File: src/rtl/adder_pkg.sv
// Shared types and elaboration helpers for serial_adder.
package adder_pkg;

  typedef enum logic [1:0] {
    IDLE = 2'd0,
    RUN  = 2'd1,
    DONE = 2'd2
  } state_e;

  function automatic int chunks(input int width, input int bits_per_cycle);
    return width / bits_per_cycle;
  endfunction

  function automatic bit bpc_divides(input int width, input int bits_per_cycle);
    return (bits_per_cycle > 0) && (width % bits_per_cycle == 0);
  endfunction

endpackage

File: src/rtl/full_adder.sv
// One-bit full adder; chained BITS_PER_CYCLE times to form the ripple slice.
module full_adder (
  input  logic a,
  input  logic b,
  input  logic cin,
  output logic sum,
  output logic cout
);

  assign sum  = a ^ b ^ cin;
  assign cout = (a & b) | (cin & (a ^ b));

endmodule

File: src/rtl/serial_adder.sv
// Start/done sequential adder: BITS_PER_CYCLE bits per clock, result after WIDTH/BITS_PER_CYCLE cycles.
// Define SERIAL_ADDER_SUB_EN to add the sub port (A-B via inverted B and carry-in 1).
module serial_adder
  import adder_pkg::*;
#(
  parameter int WIDTH          = 8,
  parameter int BITS_PER_CYCLE = 1
) (
  input  logic             clk,
  input  logic             rst_n,
  input  logic             start,
  input  logic [WIDTH-1:0] a,
  input  logic [WIDTH-1:0] b,
`ifdef SERIAL_ADDER_SUB_EN
  input  logic             sub,
`endif
  output logic             ready,
  output logic             busy,
  output logic             done,
  output logic [WIDTH-1:0] sum,
  output logic             carry,
  output logic             overflow
);

  localparam int BPC   = BITS_PER_CYCLE;
  localparam int N     = chunks(WIDTH, BITS_PER_CYCLE);
  localparam int CNT_W = (N > 1) ? $clog2(N) : 1;
  localparam int ACC_W = (N > 1) ? WIDTH - BPC : 1;

  if (!bpc_divides(WIDTH, BITS_PER_CYCLE) || WIDTH < 2) begin : g_param_check
    $error("serial_adder: BITS_PER_CYCLE must divide WIDTH and WIDTH must be >= 2");
  end

  logic sub_sel;
`ifdef SERIAL_ADDER_SUB_EN
  assign sub_sel = sub;
`else
  assign sub_sel = 1'b0;
`endif

  state_e             state_q, state_d;
  logic [WIDTH-1:0]   a_q, a_d, b_q, b_d;
  logic [ACC_W-1:0]   acc_q, acc_d;
  logic [CNT_W-1:0]   cnt_q, cnt_d;
  logic               cin_q, cin_d;
  logic               a_msb_q, a_msb_d, b_msb_q, b_msb_d;
  logic [WIDTH-1:0]   sum_q, sum_d;
  logic               carry_q, carry_d;
  logic               ovf_q, ovf_d;

  logic [BPC:0]       c;
  logic [BPC-1:0]     slice_sum;
  logic [ACC_W-1:0]   acc_shift;
  logic [WIDTH-1:0]   sum_full;

  assign c[0] = cin_q;
  for (genvar i = 0; i < BPC; i++) begin : g_slice
    full_adder u_fa (
      .a   (a_q[i]),
      .b   (b_q[i]),
      .cin (c[i]),
      .sum (slice_sum[i]),
      .cout(c[i+1])
    );
  end

  // acc holds the first N-1 chunks; the final chunk goes straight into sum.
  if (N == 1) begin : g_acc_none
    assign acc_shift = '0;
    assign sum_full  = slice_sum;
  end else if (N == 2) begin : g_acc_one
    assign acc_shift = slice_sum;
    assign sum_full  = {slice_sum, acc_q};
  end else begin : g_acc_shift
    assign acc_shift = {slice_sum, acc_q[ACC_W-1:BPC]};
    assign sum_full  = {slice_sum, acc_q};
  end

  always_ff @(posedge clk or negedge rst_n) begin
    if (!rst_n) begin
      state_q <= IDLE;
      a_q     <= '0;
      b_q     <= '0;
      acc_q   <= '0;
      cnt_q   <= '0;
      cin_q   <= 1'b0;
      a_msb_q <= 1'b0;
      b_msb_q <= 1'b0;
      sum_q   <= '0;
      carry_q <= 1'b0;
      ovf_q   <= 1'b0;
    end else begin
      state_q <= state_d;
      a_q     <= a_d;
      b_q     <= b_d;
      acc_q   <= acc_d;
      cnt_q   <= cnt_d;
      cin_q   <= cin_d;
      a_msb_q <= a_msb_d;
      b_msb_q <= b_msb_d;
      sum_q   <= sum_d;
      carry_q <= carry_d;
      ovf_q   <= ovf_d;
    end
  end

  always_comb begin
    state_d = state_q;
    a_d     = a_q;
    b_d     = b_q;
    acc_d   = acc_q;
    cnt_d   = cnt_q;
    cin_d   = cin_q;
    a_msb_d = a_msb_q;
    b_msb_d = b_msb_q;
    sum_d   = sum_q;
    carry_d = carry_q;
    ovf_d   = ovf_q;
    case (state_q)
      IDLE: begin
        if (start) begin
          a_d     = a;
          b_d     = sub_sel ? ~b : b;
          acc_d   = '0;
          cnt_d   = '0;
          cin_d   = sub_sel;
          a_msb_d = a[WIDTH-1];
          b_msb_d = b[WIDTH-1] ^ sub_sel;
          state_d = RUN;
        end
      end
      RUN: begin
        a_d   = a_q >> BPC;
        b_d   = b_q >> BPC;
        acc_d = acc_shift;
        cin_d = c[BPC];
        cnt_d = cnt_q + CNT_W'(1);
        if (cnt_q == CNT_W'(N - 1)) begin
          sum_d   = sum_full;
          carry_d = c[BPC];
          ovf_d   = (a_msb_q == b_msb_q) && (sum_full[WIDTH-1] != a_msb_q);
          state_d = DONE;
        end
      end
      DONE:    state_d = IDLE;
      default: state_d = IDLE;
    endcase
  end

  assign ready    = (state_q == IDLE);
  assign busy     = (state_q == RUN);
  assign done     = (state_q == DONE);
  assign sum      = sum_q;
  assign carry    = carry_q;
  assign overflow = ovf_q;

endmodule

File: config.mk
export PLATFORM = sky130hd
export DESIGN_NAME = serial_adder
export DESIGN_NICKNAME = d
export VERILOG_FILES = /design/src/rtl/adder_pkg.sv /design/src/rtl/full_adder.sv /design/src/rtl/serial_adder.sv
export SDC_FILE = /design/constraint.sdc
export NUM_CORES = 1
export LEC_CHECK = 0
export BUFFER_PORTS_ARGS = -buffer_cell sky130_fd_sc_hd__buf_4
export CAP_MARGIN = 20
export CORE_MARGIN = 8
export CORE_UTILIZATION = 43
export CTS_CLUSTER_SIZE = 10
export DETAILED_ROUTE_END_ITERATION = 10
export PLACE_DENSITY_LB_ADDON = 0.25
export SYNTH_ARGS = -nofsm -noshare
export SYNTH_HDL_FRONTEND = slang
export SYNTH_SLANG_ARGS = --single-unit
File: constraint.sdc
create_clock -name clk -period 2.6 [get_ports clk]
set_clock_uncertainty 0.1 [all_clocks]
set_input_delay 0.39 -clock clk [delete_from_list [all_inputs] [get_ports clk]]
set_output_delay 0.39 -clock clk [all_outputs]
set_load 0.005 [all_outputs]
==> Yosys cells after proc, flatten, opt, wreduce, memory -nomap -nowiden <==
Index checks and enable logic that the tools add are counted.
{ "op_classes": {"add_sub_neg": 1, "eq_ne": 7, "n_mux": 13, "n_bitwise": 5, "reduce_logical": 7} }
{ "ops": {"columns": ["operator", "n"], "rows": [
  ["one-hot mux 8 bit (2 select lines)", 2],
  ["2-to-1 mux 8 bit", 2],
  ["one-hot mux 7 bit (2 select lines)", 1],
  ["AND reduction 2 bit", 4],
  ["2-to-1 mux 7 bit", 1],
  ["one-hot mux 3 bit (2 select lines)", 1],
  ["2-to-1 mux 2 bit", 2],
  ["one-hot mux 2 bit (2 select lines)", 1],
  ["adder 3 x 1 -> 3 bit (second input constant)", 1],
  ["equality test 3 bit (second input constant)", 1],
  ["2-to-1 mux 3 bit", 1],
  ["AND 1 bit", 2],
  ["equality test 2 x 1 -> 1 bit (second input constant)", 1],
  ["equality test 2 bit (second input constant)", 1],
  ["logical NOT 2 bit", 1],
  ["inequality test 2 x 1 -> 1 bit (second input constant)", 1],
  ["inequality test 2 bit (second input constant)", 1],
  ["one-hot mux 1 bit (2 select lines)", 1],
  ["nonzero test 2 bit", 1],
  ["bitwise XOR 1 bit", 2],
  ["equality test 1 bit", 1],
  ["logical AND 1 bit", 1],
  ["2-to-1 mux 1 bit", 1],
  ["inequality test 1 bit", 1],
  ["OR 1 bit", 1]
]} }
{ "totals": {"regBits": 41, "out_inout_bits": 13, "wordCells": 44} }

==> Depth between registers and ports, before layout <==
{ "logic_depth": {"word_depth": 4, "mapped_depth": 6, "depth_no_buf": 5} }

==> By module <==
From an unflattened synthesis, not the netlist that was laid out.
{ "unflattened": {"cells_unflattened": 158, "area_unflattened_um2": 1875.5} }
{ "by_module_without_submodules": {"columns": ["module", "instances", "cells_per_inst", "area_each_um2", "seq_area_each_um2"], "rows": [
  ["serial_adder", 1, 157, 1855.5, 1026.0],
  ["full_adder", 1, 1, 20.0, 0.0]
]} }

==> Least setup slack after synthesis <==
Ideal clock, no wire load.
{ "synth_timing": {"path_kind": "register to register", "start": "register cnt_q[0]", "end": "register sum_q[2], in the netlist sum[2]", "arrival_time_ns": 1.353, "required_time_ns": 2.375, "setup_slack_ns": 1.022, "stages_incl_launch_ff": 6, "path_buffers": 1, "synth_period_minus_slack_ns": 1.578, "path_cell_list": "dfrtp_1 -> ha_1 -> ha_1 -> nand3b_4 -> buf_4 -> mux2_2"} }
{ "synth_via": {"elab_chain_len": 2} }
{ "synth_rtl": {"columns": ["element", "line", "source"], "rows": [
  ["start, declared", "serial_adder.sv:44", "logic [CNT_W-1:0] cnt_q, cnt_d;"],
  ["start signal, assigned", "serial_adder.sv:97", "cnt_q <= cnt_d;"],
  ["equality test 3 bit", "serial_adder.sv:138", "if (cnt_q == CNT_W'(N - 1)) begin"],
  ["AND reduction 2 bit (no source line)", null, null],
  ["end signal, assigned", "serial_adder.sv:101", "sum_q <= sum_d;"],
  ["end, declared", "serial_adder.sv:47", "logic [WIDTH-1:0] sum_q, sum_d;"]
]} }
No other way between the ends.
A chain may end at the register's enable or synchronous reset.

==> Final worst setup path <==
{ "layout_timing": {"start": "register state_q[1]", "end": "output busy"} }
{ "layout_via": {"elab_chain_len": 1} }
{ "layout_rtl": {"columns": ["element", "line", "source"], "rows": [
  ["start, declared", "serial_adder.sv:41", "state_e state_q, state_d;"],
  ["start signal, assigned", "serial_adder.sv:93", "state_q <= state_d;"],
  ["equality test 2 x 1 -> 1 bit", "serial_adder.sv:151", "assign busy = (state_q == RUN);"],
  ["end, declared", "serial_adder.sv:18", "output logic busy,"]
]} }
No other way between the ends.

==> results.md <==
* Cell Rows at 23
* Post-DR vias/cell at 5.34
* Most Crowded Layer GR: met2
* IO Pins at 32
* CTS tree: built
* CTS clock-pin slew for the worst setup and hold paths at 0.07 ns
* Port Buffers at 31
* Cell with the most instances after synthesis: dfrtp_1
* Vias in the first global route at 1294
* Initial antenna violation count at 0
* Cell accounting for the most synthesized area: dfrtp_1
* Ys async rst share at 1.00
* First-pass GRT wire length at 5910 µm
* Max_cap viols at 0
* Setup CP Type: reg2out
* Met3 Use GR at 0.0350
* Most frequent cells after synthesis: dfrtp_1, nand2_1, o21ai_0, a22oi_1, mux2_2
* Setup Fix Bufs, Post-CTS at 0
* Power consumption at 2.18 mW
* Initial core utilization at 0.437
* Worst hold path class: in2reg
* # placed instances at 214
* Clock buffer count from CTS at 5
* Layout fillers at 389
* Multi-input combinational cell area at 616 µm²
* Top post-synthesis cells by area: dfrtp_1, a22oi_1, mux2_2
* Critical Path RT at 2.11 ns
* Reg2Reg Depth at 4
* # hold bufs at CTS at 1
* Iter 0 DRT Violations at 79
* Post-DP HPWL at 2470 µm
* Die ar. at 6260 µm²
* Routed WL at 3440 µm
* Post-cts sizing count at 0
* Fraction of layout cells with a size suffix above 1 at 0.306
* Slew @ Worst Pin at 0.651 ns
* Final Slew Violations at 0
* Final period util at 0.782
* Final min period at 2.03 ns
* PD cells at 1060 nW/µm²
* Syn-to-layout area delta at 20.1%
* Syn nets at 162
* Sequential area share after synthesis at 0.599
* Die Y at 79.1 µm
* Setup violators final at 0
* Synthesized netlist cell count at 140
* Core area at 3910 µm²
* WHS at 0.251 ns
* H-tree depth at 2
* Ys Warns at 0
* #FFs+latches synth at 41
* Clock Sinks at 41
* Distinct cells, synth at 25
* Drt pass-1 iters at 4
* Slew headroom at 0.565
* Flop2flop setup slack at 0.92 ns
* Clock root buffer: clkbuf_8
* EDFF count, synth at 0
* Worst vdd ir at 0.410 mV
* Clock buffer depth at 2
* Placed inst area at 1960 µm²
* Dominant synthesized flop cell: dfrtp_1
* Die W at 79.1 µm
* Met2 usage at 0.196
* Remaining global-route overflow at 0
* Nets at 194
* Crit start category: register
* N_diodes at 0
* WP data arrival at 1.54 ns
* Non-Filler Instances at 223
* GP Congestion at 0.700
* Sequential Area at 1030 µm²
* Top cell type's share of synthesized area at 0.599
* Clk_lat worst skew at 0.28 ns
* Leak pwr at 0.957 nW
* RSZ-0062 raised after global routing: no
* Post-route DRC at 0
* Post-route ant nets at 0
* Routed wire length per instance at 15.4 µm
* Status: finished clean
* Crit Path Max Fanout at 19
* Syn Area/Cell at 12.2 µm²
* Endpoints failing hold at 0
* Grt met1 use at 0.139
* Finished Cell Area at 2060 µm²
* Post-Syn Area at 1710 µm²
* Gr usage total at 0.117
* Largest net degree at the start of global routing at 42
* Hold path cells at 2
* DR vias at 1191
* Max Clock Freq at 0.492 GHz
* CP endpoint kind: output pin
* Post-Route Setup TNS at 0 ns
==> sequential cells by signal (all words and copies together), names as in the netlist <==
| register | cells |
|---|---|
| a_msb_q | 1 |
| a_q | 8 |
| acc_q | 7 |
| b_msb_q | 1 |
| b_q | 8 |
| carry | 1 |
| cin_q | 1 |
| cnt_q | 3 |
| overflow | 1 |
| state_q | 2 |
| sum | 8 |
==> worst max-delay path, cell delays in order (launching register included) <==
cell and delay, ns:
dfrtp_1 0.72, nand2b_1 0.27, inv_2 0.12, buf_4 0.15
==> where the power goes <==
part	leakage [nW]	internal [mW]	total, mW	switching [mW]
logic	0.380	0.382	0.735	0.353
clock network	0.0450	0.186	0.388	0.202
registers	0.532	0.890	1.06	0.172
total	0.957	1.46	2.18	0.727
==> logic make-up (layout without fill, tap and decap cells) <==
family                   after synthesis  count (layout)  synth area share
AND/OR/NAND/NOR                       27              27            0.0841
adder cells (fa/ha/maj)                3               3            0.0263
buffers and inverters                 13              46            0.0409
flip-flops                            41              41             0.599
multiplexers                           9               9            0.0592
AO/OA/AOI/OAI                         47              47             0.190
==> metrics by stage <==
| stage | setup WS, ns | util |
|---|---|---|
| floorplan | 1.02 | - |
| finish | 0.566 | 0.525 |
| detailed placement | 0.879 | 0.502 |
| global placement | 0.936 | 0.502 |
| CTS | 0.567 | 0.525 |
| global route | 0.424 | 0.525 |
==> final cells by class <==
type,instances,share of cell area
clock buffer,6,0.0353
clock inverter,2,0.00487
inverter,5,0.00913
multi-input combinational,86,0.299
sequential,41,0.499
tap,50,0.0304
timing repair buffer,33,0.122
==> routing by layer <==
metal,vias up,wire (µm)
li1,561,-
met1,595,1440
met2,30,1790
met3,5,174
met4,0,35
met5,-,0
==> placed cells by master, fill, tap and decap left out <==
cell type,Yosys,final
nor2_4,1,1
fa_1,1,1
dlygate4sd3_1,0,1
a21oi_1,2,2
clkinv_2,0,2
nor2b_1,1,1
a32o_1,2,2
clkbuf_8,0,5
ha_1,2,2
nand3b_4,1,1
a22o_1,8,8
buf_4,5,32
inv_1,4,4
dfrtp_1,41,41
mux2_2,9,9
a22oi_1,14,14
o21ai_1,4,4
or3_1,1,1
o21bai_4,1,1
nand2b_1,1,1
inv_2,1,1
clkbuf_1,1,1
a31oi_1,1,1
nor2b_4,1,1
o21ai_0,15,15
nand2_1,20,20
nand3_1,1,1
==> final timing paths <==
path / start / to
setup / recovery: state_q[1]$_DFFE_PN0P_ / busy
max in group asynchronous: rst_n / acc_q[2]$_DFFE_PN0P_
min in group asynchronous: rst_n / sum[5]$_DFFE_PN0P_
hold reg to reg: b_q[0]$_DFFE_PN0P_ / b_q[0]$_DFFE_PN0P_
hold / removal: a[7] / a_msb_q$_DFFE_PN0P_
setup reg to reg: state_q[0]$_DFFE_PN0P_ / a_q[6]$_DFFE_PN0P_
Note: power is estimated with default switching activity, not from simulation.
